--- src/rtl/hazard_ctrl.sv ---
// hazard_ctrl -- pipeline sequencer for the 5-stage in-order core.
//
// Produces stall/flush controls for the F/D, D/E and E/M pipeline registers,
// the execute-stage ALU operand forwarding selects, and the start pulse for
// the iterative mul/div unit. Keeps saturating stall/flush counters.
//
// Ports:
//   clk, clr                 clock, synchronous active-high reset
//   ad1d, ad2d               decode-stage source addresses
//   ad1e, ad2e, rde          execute-stage sources / destination
//   regWrte, resltSrce       execute-stage write enable, result select (01 = load)
//   pcSrce                   taken branch/jump resolved in execute
//   mdStarte, mdDone         mul/div op in execute, unit result-valid pulse
//   rdm, rdw, regWrtm/w      memory/writeback destinations and write enables
//   stallF/D/E               hold PC, F/D, D/E
//   flushD/E/M               bubble into F/D, D/E, E/M
//   fwdAe, fwdBe             00 = regfile, 01 = writeback, 10 = memory
//   mdGo                     one-cycle start pulse to the mul/div unit
//   stallCnt, flushCnt       saturating performance counters
//
// All control outputs are combinational from inputs and the FSM state; the
// FSM state and the two counters are the only registers.

// Forwarding select for one ALU operand. Memory stage has priority because
// it holds the younger result.
module hazard_fwd (
    input  logic       clr,
    input  logic [4:0] ad,
    input  logic [4:0] rdm,
    input  logic [4:0] rdw,
    input  logic       regWrtm,
    input  logic       regWrtw,
    output logic [1:0] sel
);
    always_comb begin
        sel = 2'b00;
        if (!clr) begin
            if (regWrtm && rdm != 5'd0 && rdm == ad)
                sel = 2'b10;
            else if (regWrtw && rdw != 5'd0 && rdw == ad)
                sel = 2'b01;
        end
    end
endmodule

module hazard_ctrl #(
    parameter int CNT_W = 32
) (
    input  logic             clk,
    input  logic             clr,
    input  logic [4:0]       ad1d,
    input  logic [4:0]       ad2d,
    input  logic [4:0]       ad1e,
    input  logic [4:0]       ad2e,
    input  logic [4:0]       rde,
    input  logic             regWrte,
    input  logic [1:0]       resltSrce,
    input  logic             pcSrce,
    input  logic             mdStarte,
    input  logic             mdDone,
    input  logic [4:0]       rdm,
    input  logic [4:0]       rdw,
    input  logic             regWrtm,
    input  logic             regWrtw,
    output logic             stallF,
    output logic             stallD,
    output logic             stallE,
    output logic             flushD,
    output logic             flushE,
    output logic             flushM,
    output logic [1:0]       fwdAe,
    output logic [1:0]       fwdBe,
    output logic             mdGo,
    output logic [CNT_W-1:0] stallCnt,
    output logic [CNT_W-1:0] flushCnt
);
    localparam int NUM_SRC = 2;
    localparam logic [CNT_W-1:0] CNT_MAX = '1;
    localparam logic [CNT_W-1:0] CNT_ONE = {{(CNT_W-1){1'b0}}, 1'b1};

    typedef enum logic {IDLE, BUSY} md_state_t;
    md_state_t state;

    // ---------------- forwarding ----------------
    logic [NUM_SRC-1:0][4:0] src;
    logic [NUM_SRC-1:0][1:0] fsel;

    assign src = {ad2e, ad1e};

    for (genvar i = 0; i < NUM_SRC; i++) begin : g_fwd
        hazard_fwd u_fwd (
            .clr     (clr),
            .ad      (src[i]),
            .rdm     (rdm),
            .rdw     (rdw),
            .regWrtm (regWrtm),
            .regWrtw (regWrtw),
            .sel     (fsel[i])
        );
    end

    assign fwdAe = fsel[0];
    assign fwdBe = fsel[1];

    // ---------------- hazards ----------------
    logic lwStall;
    logic mdHold;

    assign lwStall = regWrte && resltSrce == 2'b01 && rde != 5'd0 &&
                     (rde == ad1d || rde == ad2d);

    // Execute is held from the mdGo cycle until (not including) the mdDone
    // cycle; in the mdDone cycle E/M captures the result normally.
    assign mdHold = (state == IDLE) ? mdStarte : !mdDone;

    always_comb begin
        stallF = 1'b0;
        stallD = 1'b0;
        stallE = 1'b0;
        flushD = 1'b0;
        flushE = 1'b0;
        flushM = 1'b0;
        mdGo   = 1'b0;
        if (clr) begin
            flushD = 1'b1;
            flushE = 1'b1;
            flushM = 1'b1;
        end else if (mdHold) begin
            // md stall masks load-use and branch handling entirely
            stallF = 1'b1;
            stallD = 1'b1;
            stallE = 1'b1;
            flushM = 1'b1;
            mdGo   = (state == IDLE);
        end else begin
            // load-use and branch may coincide; the stalled decode
            // instruction is discarded by the flush
            stallF = lwStall;
            stallD = lwStall;
            flushD = pcSrce;
            flushE = pcSrce || lwStall;
        end
    end

    // ---------------- state and counters ----------------
    always_ff @(posedge clk) begin
        if (clr) begin
            state    <= IDLE;
            stallCnt <= '0;
            flushCnt <= '0;
        end else begin
            case (state)
                IDLE: if (mdStarte) state <= BUSY;
                BUSY: if (mdDone)   state <= IDLE;
                default:            state <= IDLE;
            endcase
            if (stallF && stallCnt != CNT_MAX)
                stallCnt <= stallCnt + CNT_ONE;
            if ((flushD || flushE) && flushCnt != CNT_MAX)
                flushCnt <= flushCnt + CNT_ONE;
        end
    end
endmodule

--- config.mk ---
export PLATFORM = sky130hd
export DESIGN_NAME = hazard_ctrl
export DESIGN_NICKNAME = d
export VERILOG_FILES = /design/src/rtl/hazard_ctrl.sv
export SDC_FILE = /design/constraint.sdc
export NUM_CORES = 1
export LEC_CHECK = 0
export CAP_MARGIN = 20
export CELL_PAD_IN_SITES_DETAIL_PLACEMENT = 1
export CELL_PAD_IN_SITES_GLOBAL_PLACEMENT = 1
export CORE_MARGIN = 2
export CORE_UTILIZATION = 30
export DETAILED_ROUTE_END_ITERATION = 12
export PLACE_DENSITY_LB_ADDON = 0.25
export SYNTH_ARGS = -nofsm -noshare
export SYNTH_HDL_FRONTEND = slang
export SYNTH_SLANG_ARGS = --single-unit
--- constraint.sdc ---
create_clock -name clk -period 1.9 [get_ports clk]
set_input_delay 0.38 -clock clk [delete_from_list [all_inputs] [get_ports clk]]
set_output_delay 0.38 -clock clk [all_outputs]
set_load 0.005 [all_outputs]
==> results of run 1 <==
cell usage after synthesis, drive strengths merged (15+ instances only):
cell / n / area share
buf: 16 / 0.025
a21oi: 46 / 0.059
and4: 15 / 0.034
dfxtp: 65 / 0.33
o21ai: 17 / 0.022
xnor2: 21 / 0.046
nand3: 35 / 0.046
nor2: 20 / 0.020
nand2: 30 / 0.028
nand4: 17 / 0.027
or4: 32 / 0.061
o31ai: 27 / 0.051
kinds of logic after synthesis:
family	Yosys count	synth area share
AOI/OAI and AO/OA	114	0.1910
xor gates and xnor gates	32	0.07084
adders and majority gates	2	0.006324
buffers and inverters	33	0.04174
DFF	65	0.3289
muxes	11	0.03036
and+or+nand+nor	220	0.3308
worst reg2reg max path: stages (launching register included):
cell,delay [ps]
dfxtp_2,330
nor2b_4,150
nor2_4,130
buf_6,130
a31oi_4,130
buf_6,180
clkbuf_16,160
or4_4,540
a21oi_2,180
through the flow:
step                cell area, um2  setup TNS [ps]  utilization  setup slack, ps
finish                        7541           -1977       0.5927           -184.3
global route                  7541           -5294       0.5927           -263.5
CTS                           6890          -647.8       0.5416           -186.0
detailed placement            6113          -47890       0.4805            -1045
global placement              6113          -42200       0.4805           -919.0
floorplan                     3971          -17.15            -           -17.15
final cells by class:
class,count,area (um2)
clock inverters,5,78.83
flip-flops and latches,65,1330
clock buffers,11,242.7
fillers,1462,5181
repair buffers,270,2465
well taps,172,215.2
multi-input cells,379,3187
inverters,6,22.52
per-layer routing:
| layer | vias to the layer above | share of wire | global-route usage |
|---|---|---|---|
| met5 | - | 0 | 0 |
| met4 | 0 | 0.030 | 0.08929 |
| met1 | 2461 | 0.39 | 0.2555 |
| met2 | 154 | 0.54 | 0.4124 |
| li1 | 2337 | - | - |
| met3 | 50 | 0.042 | 0.04406 |
state kept, by name (all words and copies together) (netlist names):
register	count
stallCnt	32
flushCnt	32
state	1
repair_timing:
| item | CTS | global route |
|---|---|---|
| pin swaps | 55 | 65 |
| setup buffers | 18 | 16 |
| endpoints found under the setup margin | 74 | 64 |
| gates resized for setup | 244 | 125 |
| cloned | 2 | 7 |
| hold endpoints to repair | 0 | 0 |
cells in the final DEF, fill, tap and decap left out, types with 10 or more instances in the layout:
cell type	instances
or4_1	10
buf_4	122
buf_2	20
buf_6	27
nand2_1	29
dfxtp_2	20
nor2_1	15
and2_1	10
dfxtp_1	44
and4_4	10
or3_1	11
clkbuf_16	15
xor2_1	11
clkdlybuf4s50_1	68
o21ai_0	13
or4_4	22
nand3_1	28
a21oi_2	23
nand4_1	17
dlygate4sd2_1	11
a21oi_1	21
xnor2_1	13
o31ai_1	19
worst paths after layout:
path                       end  slack [ps]  cells after the start
hold / removal    stallCnt[26]         520                      2
setup / recovery      fwdBe[0]        -180                      7
setup reg to reg  flushCnt[23]         -90                      8
hold reg to reg   stallCnt[26]         520                      2
power by group through the flow:
| stage | clock (mW) | combinational [mW] | sequential, mW |
|---|---|---|---|
| 2_1_floorplan | 0 | 0.191 | 1.41 |
| 3_3_place_gp | 0 | 0.461 | 1.41 |
| 3_5_place_dp | 0 | 0.476 | 1.41 |
| 4_1_cts | 1.86 | 0.578 | 1.38 |
| 5_1_grt | 1.93 | 0.706 | 1.39 |
| 6_report | 1.85 | 0.665 | 1.39 |
==> metrics.md, run 1 <==
| Metric | Value |
|---|---|
| Sequential share of power | `0.355` |
| CTS tree | `built` |
| Overall power | `3.898 mW` |
| Die Span X | `118.8 um` |
| H-tree levels | `3` |
| Final ANT Viol Nets | `0` |
| Clk network pwr share | `0.474` |
| DRC Markers | `0` |
| Tightest Hold Check Type | `reg -> reg` |
| Core Region | `12720 um2` |
| Startpoint types | `input pin` |
| CP max stage cell | `or4_4` |
| Pre-antenna DRT Iters | `4` |
| DRT iter0 DRCs | `277` |
| Worst-path fanout max | `2` |
| Delay-heaviest family, CP | `simple AND/OR/NAND/NOR gates` |
| Number of global-route vias before repair | `5152` |
| First-pass GRT wire length | `25630 um` |
| Sw Ratio | `0.2549` |
| N_diodes | `0` |
| Final Max Slew Viols | `0` |
| Status | `complete, but fails checks` |
| EDFF count, synth | `0` |
| Avg Inst Size Synth | `8.294 um2` |
| Net count after synthesis | `524` |
| DIE AREA | `14120 um2` |
| Min cycle time layout | `2084 ps` |
| Final GP Congestion | `0.8318` |
| Post-synthesis sequential area ratio | `0.3289` |
| Initial antenna violation count | `0` |
| Worst r2r src | `state` |
| Flop and latch count out of synthesis | `65` |
| CTS buffer count | `9` |
| Post-synth top flop | `dfxtp_1` |
| Max Cap Violations | `0` |
| Post-route insts no fill | `908` |
| Vias | `5002` |
| DIE HEIGHT | `118.8 um` |
| CTS root buffer | `clkbuf_16` |
| Min-delay src | `stallCnt[26]` |
| CP cell instances | `buf_6 -> or4_4 -> o21ai_4 -> buf_4 -> nor3_1 -> nor4_1 -> buf_2` |
| Critical Path End Type | `output port` |
| Clock transition at path regs | `60 ps` |
| Sw Pwr | `993.9 uW` |
| Worst setup startpoint | `rdm[4]` |
| P_leak | `2.844 nW` |
| Row count | `41` |
| Starting Density | `0.3110` |
| Drt total wl | `18840 um` |
| Hold Vio Cnt, Final | `0` |
| Post-Syn Instances | `477` |
| WL/cell | `20.75 um` |
| Synth Warn # | `0` |
| Int Pwr | `2.904 mW` |
| Vias/cell | `5.509` |
| Tightest Pin Transition | `462.7 ps` |
| CTS Sinks | `65` |
| Pwr dens | `516.9 nW/um2` |
| Ports | `120` |
| Combinational fraction of design power | `0.171` |
| Slew headroom | `0.6915` |
| Failing checks | `setup timing` |
| WP data required | `1520 ps` |
| Fmax achieved | `479.8 MHz` |
| Clock buffer depth | `2` |
| Clk_lat worst skew | `350 ps` |
| Worst path arrival time | `1700 ps` |
| Post-synthesis cell area | `3956 um2` |
| Worst Path Buf+Inv | `3` |
| Period utilisation layout | `1.097` |
| Netlist cell types | `54` |
| # hold bufs at CTS | `0` |
| Placed Cells | `854` |
| P&R area growth vs syn | `90.61%` |
| Crit-path max cell delay | `560 ps` |
| Final nets | `778` |
| Input/output buffers | `119` |
| Peak supply drop | `0.0003867 V` |
| Pin count of the biggest net entering global routing | `38` |
| Min Hold Slack | `516.7 ps` |
| Share of post-route cells with drive strength above 1 | `0.4878` |
| RSZ-0062 raised after global routing | `yes` |
| PnR worst setup slack | `-184.3 ps` |
| Worst clock skew | `10.27 ps` |
| Worst setup path class | `in -> out` |
| Grt ovf | `0` |
| Final setup violation count | `40` |
| Total GRT Usage | `0.2253` |
| DP Wirelength | `10620 um` |
| Ys async rst share | `0` |
Power figures use the tool's default switching activity.
==> inputs of run 2 (changes only) <==
--- a/config.mk
+++ b/config.mk
@@ -8,7 +8,6 @@
 export CAP_MARGIN = 20
 export CELL_PAD_IN_SITES_DETAIL_PLACEMENT = 1
 export CELL_PAD_IN_SITES_GLOBAL_PLACEMENT = 1
-export CORE_MARGIN = 2
 export CORE_UTILIZATION = 30
 export DETAILED_ROUTE_END_ITERATION = 12
 export PLACE_DENSITY_LB_ADDON = 0.25
==> run 2 against run 1 <==
The run still ends with setup timing left. Critical path type unchanged. Fmax is 4.5% lower. Worst setup slack worse by 98 ps. Clock skew hardly changed.
==> metrics.md, run 2 (same netlist as run 1, synthesis figures left out) <==
| Metric | Value |
|---|---|
| Status | `complete, but fails checks` |
| Failing checks | `setup timing` |
| WP data required | `1520 ps` |
| Largest regs | `flushCnt (32), stallCnt (32), state (1)` |
| N_diodes | `0` |
| Hold Vio Cnt, Final | `0` |
| Starting Density | `0.3110` |
| Worst setup path class | `in -> out` |
| CP max stage cell | `or4_4` |
| Core Region | `12720 um2` |
| Startpoint types | `input pin` |
| # hold bufs at CTS | `0` |
| Vias | `5539` |
| Min cycle time layout | `2183 ps` |
| Row count | `41` |
| Layout fillers | `1358` |
| Metal1 wirelength | `9175 um` |
| Worst Path Buf+Inv | `3` |
| Fmax achieved | `458.2 MHz` |
| Tightest Pin Transition | `539.0 ps` |
| Die Span X | `116.8 um` |
| Met2 wire length | `12650 um` |
| Input/output buffers | `119` |
| CP cell instances | `buf_6 -> or4_4 -> o21ai_2 -> buf_4 -> nor3_4 -> nor4_4 -> buf_2` |
| DIE HEIGHT | `116.8 um` |
| CTS root buffer | `clkbuf_16` |
| Worst clock skew | `9.924 ps` |
| Peak supply drop | `0.0004377 V` |
| Final nets | `804` |
| Commonest non-fill, non-tap cell in the layout | `buf_4` |
| DIE AREA | `13650 um2` |
| Critical Path End Type | `output port` |
| CTS buffer count | `9` |
| Highest Signal Layer | `met4` |
| First-pass GRT wire length | `28900 um` |
| Slew headroom | `0.6407` |
| RSZ-0062 raised after global routing | `yes` |
| Max Cap Violations | `0` |
| Pwr dens | `476.9 nW/um2` |
| H-tree levels | `3` |
| Final setup violation count | `68` |
| Grt ovf | `0` |
| Worst-path fanout max | `2` |
| DRT iter0 DRCs | `376` |
| Final Max Slew Viols | `0` |
| CTS tree | `built` |
| WL met3 | `1418 um` |
| CTS Sinks | `65` |
| Drt total wl | `24430 um` |
| Vias/cell | `5.930` |
| P_leak | `3.124 nW` |
| WL/cell | `26.16 um` |
| Crit-path max cell delay | `540 ps` |
| Initial antenna violation count | `0` |
| Final core utilization | `0.6549` |
| DP Wirelength | `10670 um` |
| Total GRT Usage | `0.2772` |
| Worst setup startpoint | `rdm[2]` |
| Final GP Congestion | `0.8204` |
| Clock transition at path regs | `50 ps` |
| Min-delay src | `flushCnt[1]` |
| Ports | `120` |
| Clock buffer depth | `2` |
| Number of global-route vias before repair | `5568` |
| Placed Cells | `860` |
| DRC Markers | `0` |
| Delay-heaviest family, CP | `simple AND/OR/NAND/NOR gates` |
| Share of post-route cells with drive strength above 1 | `0.5669` |
| Pre-antenna DRT Iters | `4` |
| PnR worst setup slack | `-282.6 ps` |
| Worst r2r src | `state` |
| Min Hold Slack | `497.3 ps` |
| P&R area growth vs syn | `110.6%` |
| Final ANT Viol Nets | `0` |
| Period utilisation layout | `1.149` |
| Post-route insts no fill | `934` |
| Tightest Hold Check Type | `reg -> reg` |
| Pin count of the biggest net entering global routing | `37` |
| Post-layout instance area | `8332 um2` |
| Most frequent cells in the layout | `136 x buf_4, 68 x clkdlybuf4s50_1, 44 x dfxtp_1` |
| Placed Area | `6158 um2` |
| Worst path arrival time | `1800 ps` |
| Clk_lat worst skew | `350 ps` |
run 2: worst paths after layout:
kind                  endpoint  slack [ps]  cells after the start
setup reg to reg  stallCnt[25]        -200                     10
hold / removal     flushCnt[1]         500                      2
setup / recovery      fwdAe[0]        -280                      7
hold reg to reg    flushCnt[1]         500                      2
run 2: layout make-up:
cell class                      count  area (um2)  share of cell area
Multi-Input combinational cell    380        3596              0.4316
Timing Repair Buffer              295        2880              0.3457
Sequential cell                    65        1328              0.1593
Clock buffer                       13       250.2             0.03003
Tap cell                          172       215.2             0.02583
Clock inverter                      3       40.04            0.004806
Inverter                            6       22.52            0.002703
run 2: timing repair:
| item | in CTS | in global routing |
|---|---|---|
| cloned | 11 | 5 |
| setup endpoints to repair | 74 | 68 |
| gates resized for setup | 262 | 203 |
| pin swaps | 71 | 91 |
| setup buffers | 31 | 22 |
run 2: power breakdown:
part / internal, mW / switching (mW)
registers: 1.37 / 0.0134
clock network: 1.05 / 0.669
logic: 0.449 / 0.417
run 2: layer usage:
layer | vias up | GRT usage
li1 | 2412 | -
met1 | 2750 | 0.3101
met2 | 275 | 0.5069
met3 | 102 | 0.06488
met4 | 0 | 0.1089
met5 | - | 0
run 2: stage by stage:
step | worst slack [ps] | total power [mW] | setup TNS, ps
global route | -324.5 | 4.077 | -12360
finish | -282.6 | 3.974 | -7808
detailed placement | -1058 | 1.882 | -49360
floorplan | -17.15 | 1.604 | -17.15
global placement | -997.3 | 1.865 | -43550
CTS | -222.5 | 3.800 | -2033
run 2: worst reg2reg max path, stage by stage (launching register included):
cell and delay (ps):
dfxtp_2 350, nor2b_4 210, o21ai_2 110, inv_2 80, buf_6 90, a31oi_4 40, buf_12 160, buf_8 130
buf_8 140, or4_4 510, a21oi_2 190
